File: src/rtl/bus_cross_pkg.sv
// Shared types and constants for the bus_cross_arbiter block.
package bus_cross_pkg;

  typedef enum logic [1:0] {
    StIdle,
    StLaunch,
    StWaitHi,
    StWaitLo
  } state_e;

  localparam int unsigned CNTW = 16;

  // Index width for n requesters; never narrower than one bit.
  function automatic int unsigned idx_width(input int unsigned n);
    return (n < 2) ? 1 : $clog2(n);
  endfunction

endpackage

File: src/rtl/rr_pick.sv
// Combinational round-robin picker: first set req bit at or above rr_ptr, wrapping.
module rr_pick #(
  parameter int unsigned NREQ = 4,
  parameter int unsigned IDXW = 2
) (
  input  logic [NREQ-1:0] req,
  input  logic [IDXW-1:0] rr_ptr,
  output logic            valid,
  output logic [IDXW-1:0] idx
);

  logic [IDXW-1:0] pos;

  always_comb begin
    valid = 1'b0;
    idx   = '0;
    pos   = '0;
    for (int unsigned k = 0; k < NREQ; k++) begin
      pos = IDXW'((32'(rr_ptr) + k) % NREQ);
      if (!valid && req[pos]) begin
        valid = 1'b1;
        idx   = pos;
      end
    end
  end

endmodule

File: src/rtl/bus_cross_arbiter.sv
// Round-robin arbiter sharing one flag/bus clock-domain crossing among NREQ requesters.
module bus_cross_arbiter
  import bus_cross_pkg::*;
#(
  parameter int unsigned NREQ    = 4,
  parameter int unsigned WIDTH   = 8,
  parameter int unsigned TIMEOUT = 255,
  localparam int unsigned IDXW   = idx_width(NREQ)
) (
  input  logic                  clkA,
  input  logic                  rstA_n,
  input  logic [NREQ-1:0]       req,
  input  logic [NREQ*WIDTH-1:0] data_in,
  output logic [NREQ-1:0]       ack,
  output logic                  flag_out,
  input  logic                  busy_in,
  output logic [WIDTH-1:0]      bus_out,
  output logic [IDXW-1:0]       grant_id,
  output logic                  active,
  output logic                  timeout_err,
  input  logic                  err_clr
);

  localparam logic [CNTW-1:0] TO_LAST = CNTW'(TIMEOUT - 1);

  state_e            state_q, state_d;
  logic [IDXW-1:0]   rr_ptr_q, rr_ptr_d;
  logic [IDXW-1:0]   grant_d;
  logic [WIDTH-1:0]  bus_d;
  logic [NREQ-1:0]   ack_d;
  logic              flag_d, active_d, err_d;
  logic [CNTW-1:0]   cnt_q, cnt_d, cnt_inc;
  logic              hit;
  logic              pick_valid;
  logic [IDXW-1:0]   pick_idx;

  rr_pick #(
    .NREQ (NREQ),
    .IDXW (IDXW)
  ) u_rr_pick (
    .req    (req),
    .rr_ptr (rr_ptr_q),
    .valid  (pick_valid),
    .idx    (pick_idx)
  );

  assign cnt_inc = (cnt_q == '1) ? cnt_q : cnt_q + CNTW'(1);

  always_comb begin
    state_d  = state_q;
    rr_ptr_d = rr_ptr_q;
    grant_d  = grant_id;
    bus_d    = bus_out;
    ack_d    = '0;
    flag_d   = 1'b0;
    cnt_d    = '0;
    hit      = 1'b0;
    unique case (state_q)
      StIdle: begin
        if (pick_valid && !busy_in) begin
          grant_d = pick_idx;
          bus_d   = data_in[pick_idx*WIDTH +: WIDTH];
          flag_d  = 1'b1;
          state_d = StLaunch;
        end
      end
      StLaunch: state_d = StWaitHi;
      StWaitHi: begin
        if (busy_in) begin
          state_d = StWaitLo;
        end else begin
          cnt_d = cnt_inc;
          hit   = (cnt_q == TO_LAST);
        end
      end
      StWaitLo: begin
        if (!busy_in) begin
          ack_d[grant_id] = 1'b1;
          rr_ptr_d = (grant_id == IDXW'(NREQ - 1)) ? '0 : grant_id + IDXW'(1);
          state_d  = StIdle;
        end else begin
          cnt_d = cnt_inc;
          hit   = (cnt_q == TO_LAST);
        end
      end
      default: state_d = StIdle;
    endcase
    active_d = (state_d != StIdle);
    // A set in the same cycle as a clear takes priority.
    err_d    = (timeout_err && !err_clr) || hit;
  end

  always_ff @(posedge clkA or negedge rstA_n) begin
    if (!rstA_n) begin
      state_q     <= StIdle;
      rr_ptr_q    <= '0;
      grant_id    <= '0;
      bus_out     <= '0;
      ack         <= '0;
      flag_out    <= 1'b0;
      active      <= 1'b0;
      timeout_err <= 1'b0;
      cnt_q       <= '0;
    end else begin
      state_q     <= state_d;
      rr_ptr_q    <= rr_ptr_d;
      grant_id    <= grant_d;
      bus_out     <= bus_d;
      ack         <= ack_d;
      flag_out    <= flag_d;
      active      <= active_d;
      timeout_err <= err_d;
      cnt_q       <= cnt_d;
    end
  end

endmodule

File: config.mk
export PLATFORM = sky130hd
export DESIGN_NAME = bus_cross_arbiter
export DESIGN_NICKNAME = d
export VERILOG_FILES = /design/src/rtl/bus_cross_pkg.sv /design/src/rtl/rr_pick.sv /design/src/rtl/bus_cross_arbiter.sv
export SDC_FILE = /design/constraint.sdc
export NUM_CORES = 1
export LEC_CHECK = 0
export BUFFER_PORTS_ARGS = -buffer_cell sky130_fd_sc_hd__buf_4
export CAP_MARGIN = 25
export CORE_MARGIN = 4
export CORE_UTILIZATION = 30
export DETAILED_ROUTE_END_ITERATION = 10
export GPL_ROUTABILITY_DRIVEN = 0
export MAX_ROUTING_LAYER = met4
export PLACE_DENSITY = 0.53
export SLEW_MARGIN = 20
export SYNTH_ARGS = -nofsm -noshare
export SYNTH_HDL_FRONTEND = slang
export SYNTH_SLANG_ARGS = --single-unit
File: constraint.sdc
create_clock -name clkA -period 2.4 [get_ports clkA]
set_input_delay 0.6 -clock clkA [delete_from_list [all_inputs] [get_ports clkA]]
set_output_delay 0.6 -clock clkA [all_outputs]
set_load 0.02 [all_outputs]
# After elaboration in Yosys (flattened, before gate mapping)
# Index checks and enable logic that the tools add are counted.
# totals
register_bits	37
latch_bits	0
memories	0
rom_bits	0
in_bits	40
elab_cells	78
ram_bits	0
# classes
mul	0
order_cmp	6
n_eq_ne	6
add_sub_neg	5
shift	1
bitwise	1
muxes	34
n_reduce_logical	16
div	0
# op_table
operator	count
16-bit 2-to-1 mux	3
16-bit case mux with 2 select lines	1
32-bit by 6-bit indexed part select with 8-bit output	1
16-bit by 1-bit adder with 16-bit output (second input constant)	1
16-bit == test (second input constant)	1
16-bit by 8-bit == test with 1-bit output (second input constant)	1
2-bit 2-to-1 mux	8
2-bit by 3-bit < comparator with 1-bit output (second input constant)	5
1-bit 2-to-1 mux	13
1-bit binary-select mux with 2-bit select	4
4-bit 2-to-1 mux	2
2-bit case mux with 4 select lines	1
2-bit == test (second input constant)	3
1-bit logical AND	6
1-bit zero test	5
2-bit by 1-bit adder with 2-bit output (second input constant)	2
2-bit adder (second input constant)	2
2-bit AND reduction	2
1-bit demux with 2-bit select	1
2-bit by 1-bit == test with 1-bit output (second input constant)	1
2-bit by 1-bit greater-or-equal comparator with 1-bit output (second input constant)	1
2-bit zero test	1
1-bit case mux with 2 select lines	1
2-bit nonzero test	1
other kinds (2)	2

# Depth between registers and ports, before layout
# logic_depth
ltp_word	16
mapped_depth	7
depth_no_buf	5

# Cells and area by module
# From an unflattened synthesis, not the netlist that was laid out.
# hier_totals
cells_unflattened	178
hier_area_um2	2023.2
# modules_own_cells
mod	seq_area_each_um2	cells_per_inst	area_each_um2	n_inst
bus_cross_arbiter	925.9	163	1945.6	1
rr_pick	0.0	15	77.6	1

# Least setup slack after synthesis
# No wires, ideal clock.
# synth_path
path_type	input-to-reg
startpoint	in req[3]
endpoint	reg bus_out[0]
t_required_ns	2.261
n_path_buf	2
path_stages	7
setup_ns	0.139
arrival_time_ns	1.510
setup_slack_ns	0.751
cell_sequence	inv_2 > a221oi_2 > o22ai_1 > buf_6 > buf_12 > mux2i_1 > o221ai_1
# synth_via
elab_chain_cells	14
# synth_rtl
item	line	source
start: declaration	bus_cross_arbiter.sv:12	input logic [NREQ-1:0] req,
parallel branches: the longest is 14 deep, another holds 1-bit binary-select mux with 2-bit select	--	
end signal: assignment	bus_cross_arbiter.sv:108	bus_out <= bus_d;
end: declaration	bus_cross_arbiter.sv:17	output logic [WIDTH-1:0] bus_out,
# Several ways; the timed one is not identified. The select of a mux whose other input is x is not followed.
# A chain may end at the register's enable or synchronous reset.

# Final worst setup path
# layout_path
startpoint	in req[1]
endpoint	reg bus_out[6]
# Same word-level chain as after synthesis.

==> impl_metrics.xml <==
<?xml version="1.0" encoding="UTF-8"?>
<metrics>
  <group name="sta">
    <metric name="clock.fmax" unit="GHz">0.5542</metric>
    <metric name="maxSlewViolCount" unit="">0</metric>
    <metric name="totalNegativeSetupSlack" unit="ns">0</metric>
    <metric name="max_slew.worst_pin.slew" unit="ns">0.5721</metric>
    <metric name="fin_crit" unit="ns">1.805</metric>
    <metric name="timing.final.hold_violations" unit="">0</metric>
    <metric name="fin_hold_ws" unit="ns">0.2701</metric>
    <metric name="clock_skew" unit="ns">0.006755</metric>
    <metric name="grt_setup_unrepaired" unit="">no</metric>
    <metric name="relSlewSlack" unit="%">61.86</metric>
    <metric name="setup_viol_count_final" unit="">0</metric>
    <metric name="period_share" unit="%">75.19</metric>
  </group>
  <group name="yosys">
    <metric name="postSynthCellCount" unit="">194</metric>
    <metric name="synth.ff_latch_count" unit="">37</metric>
    <metric name="synth.cell_area" unit="um2">2003</metric>
    <metric name="dominantRegCellSynth" unit="">sky130_fd_sc_hd__dfrtp_1</metric>
    <metric name="ys_warn_count" unit="">0</metric>
    <metric name="synth_top_cells_by_count" unit="">37 x sky130_fd_sc_hd__dfrtp_1, 19 x sky130_fd_sc_hd__nand2_1, 17 x sky130_fd_sc_hd__mux2i_1, 17 x sky130_fd_sc_hd__nor2_1</metric>
    <metric name="synth_area_leader_cell" unit="">sky130_fd_sc_hd__dfrtp_1</metric>
    <metric name="syn_avg_cell_area" unit="um2">10.33</metric>
    <metric name="synth.net_count" unit="">240</metric>
    <metric name="synth_top_cell_area_share" unit="%">46.22</metric>
    <metric name="yosysUniqueCellTypes" unit="">41</metric>
    <metric name="synth_enable_flop_cells" unit="">0</metric>
    <metric name="post_synth_main_area_contributors" unit="">sky130_fd_sc_hd__dfrtp_1 46%, sky130_fd_sc_hd__mux2i_1 8.5%, sky130_fd_sc_hd__ha_1 3.7%</metric>
    <metric name="share_of_flip_flops_with_an_asynchronous_set_or_reset" unit="%">100.0</metric>
    <metric name="post-synth-top-count-cell" unit="">sky130_fd_sc_hd__dfrtp_1</metric>
    <metric name="ys_seq_area_share" unit="%">46.22</metric>
  </group>
  <group name="placement">
    <metric name="port_bufs" unit="">56</metric>
    <metric name="post-dp-hpwl" unit="um">3451</metric>
    <metric name="placed_cells_incl_taps" unit="">324</metric>
  </group>
  <group name="drt">
    <metric name="topRoutingLayerUsed" unit="">met4</metric>
    <metric name="drcViolationCount" unit="">0</metric>
    <metric name="routed_wirelength" unit="um">4746</metric>
    <metric name="routed_wire_length_per_instance" unit="um">14.30</metric>
    <metric name="drt_iter0_drc" unit="">72</metric>
    <metric name="routed-wl-met2" unit="um">2287</metric>
    <metric name="postRouteAntennaNets" unit="">0</metric>
    <metric name="routed_via_density" unit="">4.967</metric>
    <metric name="routed-via-count" unit="">1649</metric>
    <metric name="met3RoutedLength" unit="um">180</metric>
    <metric name="detailedRoute.firstPassIterationCount" unit="">4</metric>
    <metric name="wl_met1" unit="um">2220</metric>
  </group>
  <group name="clock_network">
    <metric name="cts_tree" unit="">yes</metric>
    <metric name="worstSkewPairLatency" unit="ns">0.29</metric>
    <metric name="cts_max_path_buffers" unit="">2</metric>
    <metric name="numClockSinks" unit="">37</metric>
    <metric name="numCtsBuffers" unit="">5</metric>
    <metric name="cts-htree-levels" unit="">2</metric>
    <metric name="clk_pin_slew" unit="ns">0.08</metric>
    <metric name="cts_root_buf" unit="">sky130_fd_sc_hd__clkbuf_8</metric>
    <metric name="postCtsSetupRepairBufs" unit="">0</metric>
    <metric name="postCtsResizedCells" unit="">0</metric>
    <metric name="post_cts_hold_buffer_count" unit="">0</metric>
  </group>
  <group name="worst_setup_path">
    <metric name="timing_worst_setup_path_type" unit="">primary input to register</metric>
    <metric name="critPathCaptureType" unit="">register</metric>
    <metric name="critical_path.startpoint_type" unit="">primary input</metric>
    <metric name="critPathRequiredTime" unit="ns">2.53</metric>
    <metric name="cp.arrival" unit="ns">1.94</metric>
    <metric name="path_max_fanout" unit="">9</metric>
  </group>
  <group name="grt">
    <metric name="grt_remaining_overflow" unit="">0</metric>
    <metric name="grt_max_degree" unit="">38</metric>
    <metric name="grt_usage" unit="%">12.21</metric>
    <metric name="global_route_wire_length_before_repair" unit="um">8045</metric>
    <metric name="number_of_antenna_violations_at_the_first_check_in_global_routing" unit="">0</metric>
    <metric name="first_global_vias" unit="">1637</metric>
  </group>
  <group name="layout">
    <metric name="fillerInstances" unit="">629</metric>
    <metric name="antenna_cells" unit="">0</metric>
    <metric name="finalNonFillerCells" unit="">332</metric>
    <metric name="drive_gt1_share" unit="%">30.20</metric>
    <metric name="flow.area_growth_from_synthesis" unit="%">31.54</metric>
    <metric name="final_net_count" unit="">300</metric>
  </group>
  <group name="run">
    <metric name="cap_violations" unit="">0</metric>
  </group>
  <group name="floorplan">
    <metric name="initial_core_util" unit="%">31.19</metric>
    <metric name="core-area" unit="um2">6422</metric>
    <metric name="design.portCount" unit="">57</metric>
    <metric name="core.rowCount" unit="">29</metric>
    <metric name="die-height" unit="um">89.72</metric>
    <metric name="chipWidth" unit="um">89.72</metric>
    <metric name="die_area" unit="um2">8049</metric>
  </group>
  <group name="power">
    <metric name="power_leakage" unit="nW">1.301</metric>
    <metric name="power-per-cell-area" unit="nW/um2">918.3</metric>
    <metric name="power.ir.vdd_worst" unit="mV">0.4822</metric>
  </group>
  <group name="min_path">
    <metric name="worstHoldPathType" unit="">primary input to async pin</metric>
  </group>
  <group name="run_status">
    <metric name="status" unit="">completed</metric>
  </group>
</metrics>
-- report_power, final --
part | leakage [nW] | internal [mW] | total [mW] | switching, mW
registers | 0.488 | 0.765 | 0.881 | 0.116
clock network | 0.0681 | 0.413 | 0.644 | 0.231
logic | 0.745 | 0.408 | 0.894 | 0.486
total | 1.30 | 1.59 | 2.42 | 0.834
-- worst max-delay path, cell delays in order --
cell and delay (ns):
sky130_fd_sc_hd__buf_4 0.13, sky130_fd_sc_hd__o41ai_2 0.47, sky130_fd_sc_hd__or2_0 0.52, sky130_fd_sc_hd__o221ai_1 0.21
-- through the flow --
step           util, %  instance area, um2  setup slack (ns)  power [mW]
2_1_floorplan        -                2003            0.7509       1.478
3_3_place_gp     38.94                2501            0.3412       1.803
6_report         41.03                2635            0.5955       2.420
5_1_grt          41.03                2635            0.5442       2.581
3_5_place_dp     38.94                2501            0.3099       1.806
4_1_cts          41.03                2635            0.6135       2.461
-- per-layer routing --
layer / GRT usage (%) / vias up
met1: 15.84 / 793
met2: 19.11 / 29
li1: - / 822
met5: - / -
met3: 2.755 / 5
met4: 3.831 / 0
-- state kept, by name, indices dropped and copies added, names as in the netlist --
signal / flops
ack: 4
active: 1
bus_out: 8
cnt_q: 16
flag_out: 1
grant_id: 2
rr_ptr_q: 2
state_q: 2
timeout_err: 1
-- cell families after synthesis --
kind of cell	share of synthesized area, %
and+or+nand+nor	18.43
AOI/OAI and AO/OA	14.30
DFF	46.22
muxes	8.495
buffers and inverters	4.434
xor gates and xnor gates	4.373
adders and majority gates	3.748
-- worst paths after layout --
check,start,end,slack (ns),depth (start not counted)
worst max-delay path,req[1],bus_out[6]$_DFFE_PN0P_,0.60,4
worst min-delay path,rstA_n,cnt_q[14]$_DFF_PN0_,0.27,1
worst max register to register,rr_ptr_q[0]$_DFFE_PN0P_,bus_out[6]$_DFFE_PN0P_,0.71,5
worst min register to register,bus_out[1]$_DFFE_PN0P_,bus_out[1]$_DFFE_PN0P_,0.49,2
max in group asynchronous,rstA_n,bus_out[6]$_DFFE_PN0P_,1.80,1
min in group clkA,err_clr,timeout_err$_DFF_PN0_,0.49,2
-- cells in the final DEF (no fill, tap or decap), drive strengths merged, types with 5 or more instances in the layout --
cell type	n
o21ai	9
o221ai	8
xor2	7
mux2i	17
nor2	17
nand3	7
buf	60
inv	9
and2	5
dfrtp	37
ha	6
nand2	19
clkbuf	5
-- area by class of cell --
type	count	area, um2	share of cell area, %
clock buffer	5	68.82	2.612
clock inverter	3	65.06	2.469
inverter	9	33.78	1.282
multi-input combinational	141	994.7	37.75
sequential	37	925.9	35.14
tap	77	96.34	3.656
timing repair buffer	60	450.4	17.09
Power figures use the tool's default switching activity.
